[src/rtl/phy_regfile_read_stage.sv]
// Register-read stage: physical register file plus ready scoreboard, feeding a
// single-entry issue register with writeback bypass and wakeup snoop while stalled.
module phy_regfile_read_stage #(
    parameter int PHY_REG_NUM = 64,
    parameter int PHY_REG_W   = 6,
    parameter int DATA_W      = 32,
    parameter int PC_W        = 32,
    parameter int IMM_W       = 32,
    parameter int TAG_W       = 5,
    parameter int CTRL_W      = 16
) (
    input  logic                 clk,
    input  logic                 rst_n,
    input  logic                 in_valid,
    input  logic [CTRL_W-1:0]    in_control,
    input  logic [PC_W-1:0]      in_pc,
    input  logic [PHY_REG_W-1:0] in_rs1,
    input  logic [PHY_REG_W-1:0] in_rs2,
    input  logic [PHY_REG_W-1:0] in_rd,
    input  logic [IMM_W-1:0]     in_imm,
    input  logic [TAG_W-1:0]     in_tag,
    output logic                 in_ready,
    input  logic                 wb_valid,
    input  logic [PHY_REG_W-1:0] wb_reg,
    input  logic [DATA_W-1:0]    wb_data,
    input  logic                 flush,
    output logic                 out_valid,
    output logic [CTRL_W-1:0]    out_control,
    output logic [PC_W-1:0]      out_pc,
    output logic [IMM_W-1:0]     out_imm,
    output logic [TAG_W-1:0]     out_tag,
    output logic [PHY_REG_W-1:0] out_rd,
    output logic [DATA_W-1:0]    out_rs1_data,
    output logic [DATA_W-1:0]    out_rs2_data,
    output logic                 out_rs1_rdy,
    output logic                 out_rs2_rdy,
    output logic [PHY_REG_W-1:0] out_rs1,
    output logic [PHY_REG_W-1:0] out_rs2,
    input  logic                 out_ready
);

    logic [DATA_W-1:0]      regs [PHY_REG_NUM];
    logic [PHY_REG_NUM-1:0] sb;
    logic                   wb_en;
    logic                   accept;
    logic [DATA_W-1:0]      rs1_data_p0, rs2_data_p0;
    logic                   rs1_rdy_p0, rs2_rdy_p0;

    assign wb_en    = wb_valid && (wb_reg != '0);
    assign in_ready = (!out_valid || out_ready) && !flush;
    assign accept   = in_valid && in_ready;

    // p0 is hardwired; a same-cycle writeback overrides the stale array value
    always_comb begin
        rs1_data_p0 = regs[in_rs1];
        rs1_rdy_p0  = sb[in_rs1];
        if (wb_en && wb_reg == in_rs1) begin
            rs1_data_p0 = wb_data;
            rs1_rdy_p0  = 1'b1;
        end
        if (in_rs1 == '0) begin
            rs1_data_p0 = '0;
            rs1_rdy_p0  = 1'b1;
        end
        rs2_data_p0 = regs[in_rs2];
        rs2_rdy_p0  = sb[in_rs2];
        if (wb_en && wb_reg == in_rs2) begin
            rs2_data_p0 = wb_data;
            rs2_rdy_p0  = 1'b1;
        end
        if (in_rs2 == '0) begin
            rs2_data_p0 = '0;
            rs2_rdy_p0  = 1'b1;
        end
    end

    // Busy-marking of the new destination is ordered after the writeback so it wins
    always_ff @(posedge clk or negedge rst_n) begin
        if (!rst_n) begin
            for (int i = 0; i < PHY_REG_NUM; i++) regs[i] <= '0;
            sb <= '1;
        end else begin
            if (wb_en) begin
                regs[wb_reg] <= wb_data;
                sb[wb_reg]   <= 1'b1;
            end
            if (accept && in_rd != '0) sb[in_rd] <= 1'b0;
        end
    end

    always_ff @(posedge clk or negedge rst_n) begin
        if (!rst_n)            out_valid <= 1'b0;
        else if (flush)        out_valid <= 1'b0;
        else if (accept)       out_valid <= 1'b1;
        else if (out_ready)    out_valid <= 1'b0;
    end

    // Issue payload: loaded on accept, otherwise only woken-up sources change
    always_ff @(posedge clk) begin
        if (accept) begin
            out_control  <= in_control;
            out_pc       <= in_pc;
            out_imm      <= in_imm;
            out_tag      <= in_tag;
            out_rd       <= in_rd;
            out_rs1      <= in_rs1;
            out_rs2      <= in_rs2;
            out_rs1_data <= rs1_data_p0;
            out_rs2_data <= rs2_data_p0;
            out_rs1_rdy  <= rs1_rdy_p0;
            out_rs2_rdy  <= rs2_rdy_p0;
        end else if (out_valid) begin
            if (wb_en && wb_reg == out_rs1 && !out_rs1_rdy) begin
                out_rs1_data <= wb_data;
                out_rs1_rdy  <= 1'b1;
            end
            if (wb_en && wb_reg == out_rs2 && !out_rs2_rdy) begin
                out_rs2_data <= wb_data;
                out_rs2_rdy  <= 1'b1;
            end
        end
    end

endmodule
[config.mk]
export PLATFORM = sky130hd
export DESIGN_NAME = phy_regfile_read_stage
export DESIGN_NICKNAME = d
export VERILOG_FILES = /design/src/rtl/phy_regfile_read_stage.sv
export SDC_FILE = /design/constraint.sdc
export NUM_CORES = 2
export LEC_CHECK = 0
export BUFFER_PORTS_ARGS = -buffer_cell sky130_fd_sc_hd__buf_2
export CAP_MARGIN = 20
export CORE_MARGIN = 1.5
export CORE_UTILIZATION = 30
export CTS_CLUSTER_DIAMETER = 100
export DETAILED_ROUTE_END_ITERATION = 10
export GPL_TIMING_DRIVEN = 0
export PLACE_DENSITY = 0.53
export SETUP_SLACK_MARGIN = 0.5
export SLEW_MARGIN = 20
export SYNTH_ARGS = -nofsm -noshare
export SYNTH_HDL_FRONTEND = slang
export SYNTH_SLANG_ARGS = --single-unit
[constraint.sdc]
create_clock -name clk -period 5 [get_ports clk]
set_input_delay 0.25 -clock clk [delete_from_list [all_inputs] [get_ports clk]]
set_output_delay 0.25 -clock clk [all_outputs]
set_load 0.02 [all_outputs]
==> metrics <==
Reg clk slew, reported paths 0.06 ns; Port Buf Inserts 280; leakage 0.0624 uW; Switch Pwr 17200 uW; final routed DRC violation total 0; Die X-Extent 632 um; status finished with violations; Synth top area share 0.432; Pint 37900 uW; Worst setup EP type flip-flop; routed length per instance 52.0 um; first-pass GRT wire length 971 mm; Die Height 632 um; Root Buffer clkbuf_16; Yosys top cell by area dfrtp_1; Antenna Nets Post-Route 0; Switching Share 0.312; worst hold path type primary input to flip-flop; layout cells sized above 1 0.466; total power 55100 uW; Seq/Total Area, Yosys 0.489; Hold Worst Slack 0.0142 ns; via count 97300; vias per inst 6.60; post-synthesis mux area share 0.397; core area 393000 sq um; number of detailed-route iterations in the first pass 6; actual slew at the worst max-slew pin 1.33 ns; Compound-Gate Fraction of Synth Area 0.0535; Final period util 1.02; clock power share 0.389; top cells by area, synth dfrtp_1 (43%), mux2_2 (19%), mux4_2 (14%), mux2i_1 (6.2%), edfxtp_1 (4.3%); antenna violations before repair 128; Post-Route WL 766 mm; critical path fanouts, max 10; largest family of logic cells by synthesized area multiplexers; gr usage total 0.374; Critical Path AT 5.69 ns; startpoint types primary input; Post-synth EDFFs 169; violated checks negative setup slack; Gate power share 0.193; asr flop ratio synth 0.926; Max Fclk 197 MHz; DP Cell Count 13900; final instance count without filler cells 14700; slack of the critical path -0.0775 ns; H-tree levels 5; Max VDD drop 0.255 mV; Flop pwr share 0.418; area share of fa/ha/maj cells after synthesis 0; NumNets Final 9335; PD cells 387 nW/um^2; endpoints failing setup 1; max_slew headroom 0.0877; syn_area_per_cell 14.4 sq um; Max Cap Viol 0; pin count of the biggest net entering global routing 139; Syn Std Cell Area 119000 sq um; post-synthesis share of cell area spent on xor and xnor gates 0.00177; Synth cell types 66; Tmin final 5.08 ns; final total negative setup slack -0.0775 ns; fin. max-slew vios 0; setup bufs post-CTS 0; Yosys warnings 0; unrepaired setup endpoints after global routing no; CTS tree done; vias in the first global route 93400; Crit Path Category primary input to flip-flop; gpl congestion 1.05; DP Wirelength 557 mm; Starting Density 0.302; Core Rows 230; clk_lat worst skew 1.01 ns; clock buffer depth 4; initial drt markers 14800; Fin. Hold Viols 0; Req. time, crit path 5.62 ns; post-synthesis instance total 8263; skew final 0.0553 ns; fillers 37700; Post-synth top flop dfrtp_1; syn nets 8410; top-level port count 318; CTS buffer count 278; clock sink count 2282; Syn-to-layout area delta 19.9%; Congestion Overflow GR 0; fraction of the mapped netlist area in simple logic gates 0.0248; #FFs+latches synth 2282; die area 399000 sq um
==> kinds of logic (layout without fill, tap and decap cells) <==
group,Yosys count,in the layout
AOI/OAI and AO/OA,918,918
xor gates and xnor gates,24,24
buffers and inverters,922,2053
DFF,2282,2282
muxes,3508,3508
other,0,126
and+or+nand+nor,609,609
==> state kept, by name, indices dropped and copies added (netlist names), 5 cells and up <==
name and flops:
out_pc 32, out_rs1_data 32, out_rs2 6, out_control 16
out_rd 6, out_rs1 6, sb 64, regs 2048
out_imm 32, out_tag 5, out_rs2_data 32
==> power by group through the flow <==
stage	Clock [uW]	Combinational, uW	Sequential (uW)
3_5_place_dp	0	10000	23200
3_3_place_gp	0	9560	23100
6_report	21500	10600	23000
4_1_cts	21400	10200	22900
2_1_floorplan	0	5600	22600
5_1_grt	22100	10700	23200
==> layout make-up <==
class	count	area (sq um)	area share
sequential	2282	58000	0.408
multi-input combinational	5059	56800	0.399
buffer	902	4400	0.0309
clock buffer	387	7900	0.0555
inverter	20	76.3	0.000536
timing repair buffer	645	6850	0.0481
clock inverter	99	1350	0.00947
tap	5220	6530	0.0459
antenna	126	315	0.00222
==> through the flow <==
stage | utilization | worst slack [ns] | instance area, sq um
after floorplan | - | 1.07 | 119000
after global placement | 0.322 | -45.15 | 127000
after detailed placement | 0.332 | -1.41 | 131000
after CTS | 0.361 | 0.392 | 142000
after global routing | 0.361 | 0.535 | 142000
final | 0.362 | -0.0775 | 142000
==> placed cells by master, fill, tap and decap left out, drive strengths merged, types with 9 or more instances in the layout <==
master,synthesis,layout
dfrtp,2049,2049
mux2,2025,2025
buf,459,900
clkbuf,443,834
mux4,753,753
mux2i,730,730
a22oi,301,301
dlygate4sd3,0,200
edfxtp,169,169
nor2,160,160
o21ai,147,147
a21oi,138,138
nand3,130,130
diode,0,126
nand2,122,122
o22ai,85,85
a221oi,69,69
dfstp,64,64
clkinv,1,61
nor3,44,44
nand4,40,40
a22o,36,36
a2111oi,32,32
inv,19,31
o211ai,26,26
bufinv,0,24
a211oi,22,22
nor4,19,19
nor2b,19,19
o22a,18,18
xor2,16,16
and2,16,16
o221ai,12,12
nand3b,10,10
nand2b,9,9
or2,9,9
==> routing by layer <==
metal / vias to the layer above / wire [um] / GRT usage
met1: 51900 / 276000 / 0.440
met3: 2739 / 100000 / 0.162
met2: 8864 / 305000 / 0.506
met5: - / 603 / 0.00386
li1: 33800 / - / -
met4: 34 / 84500 / 0.350
==> timing repair <==
| action | 4_1_cts | 5_1_grt |
|---|---|---|
| endpoints found under the hold margin | 663 | 0 |
| hold buffers | 200 | 0 |
| endpoints found under the setup margin | 33 | 396 |
| cloned | 0 | 2 |
| resized for setup | 20 | 4 |
==> worst paths after layout <==
check	end	cells past startpoint	slack [ns]	start
min in group asynchronous	regs[614]	4	0.55	rst_n
worst min register to register	sb[0]	1	0.45	sb[0]
worst min-delay path	out_control[1]	2	0.01	in_control[1]
max in group asynchronous	regs[2038]	9	1.16	rst_n
worst max register to register	out_rs1_data[9]	8	0.38	out_valid
worst max-delay path	out_rs2_data[17]	9	-0.08	in_rs2[4]
==> critical path, cell delays in order <==
cell and delay [ns]:
dlygate4sd3_1 0.54, buf_2 0.26, clkbuf_2 0.64, nand3b_1 1.07
nor2_2 1.08, a22oi_1 0.25, nand4_1 0.53, a21oi_1 0.07
o21ai_0 0.94
==> synthesized netlist by cell type (7+ instances only) <==
cell type / instances
buf_2: 307
nand2b_1: 9
inv_1: 17
o21ai_1: 8
nand3_1: 130
o221ai_1: 12
xnor2_1: 8
buf_4: 58
o22ai_1: 85
a22oi_1: 301
a2111oi_0: 32
a22o_1: 36
mux4_2: 753
a21oi_1: 138
nor3b_1: 7
mux2i_1: 730
buf_1: 90
nor3_1: 44
nand4_1: 40
mux2_2: 2025
nand3b_1: 10
o21ai_0: 139
or3b_2: 8
clkbuf_1: 443
a221oi_1: 69
xor2_1: 16
nor2_1: 160
nand2_1: 122
o211ai_1: 26
or2_2: 8
dfrtp_1: 2049
dfstp_2: 64
nor4_1: 19
o22a_1: 18
edfxtp_1: 169
a211oi_1: 21
nor2b_1: 19
and2_1: 15
No activity file was read; power rests on OpenSTA's default activity.
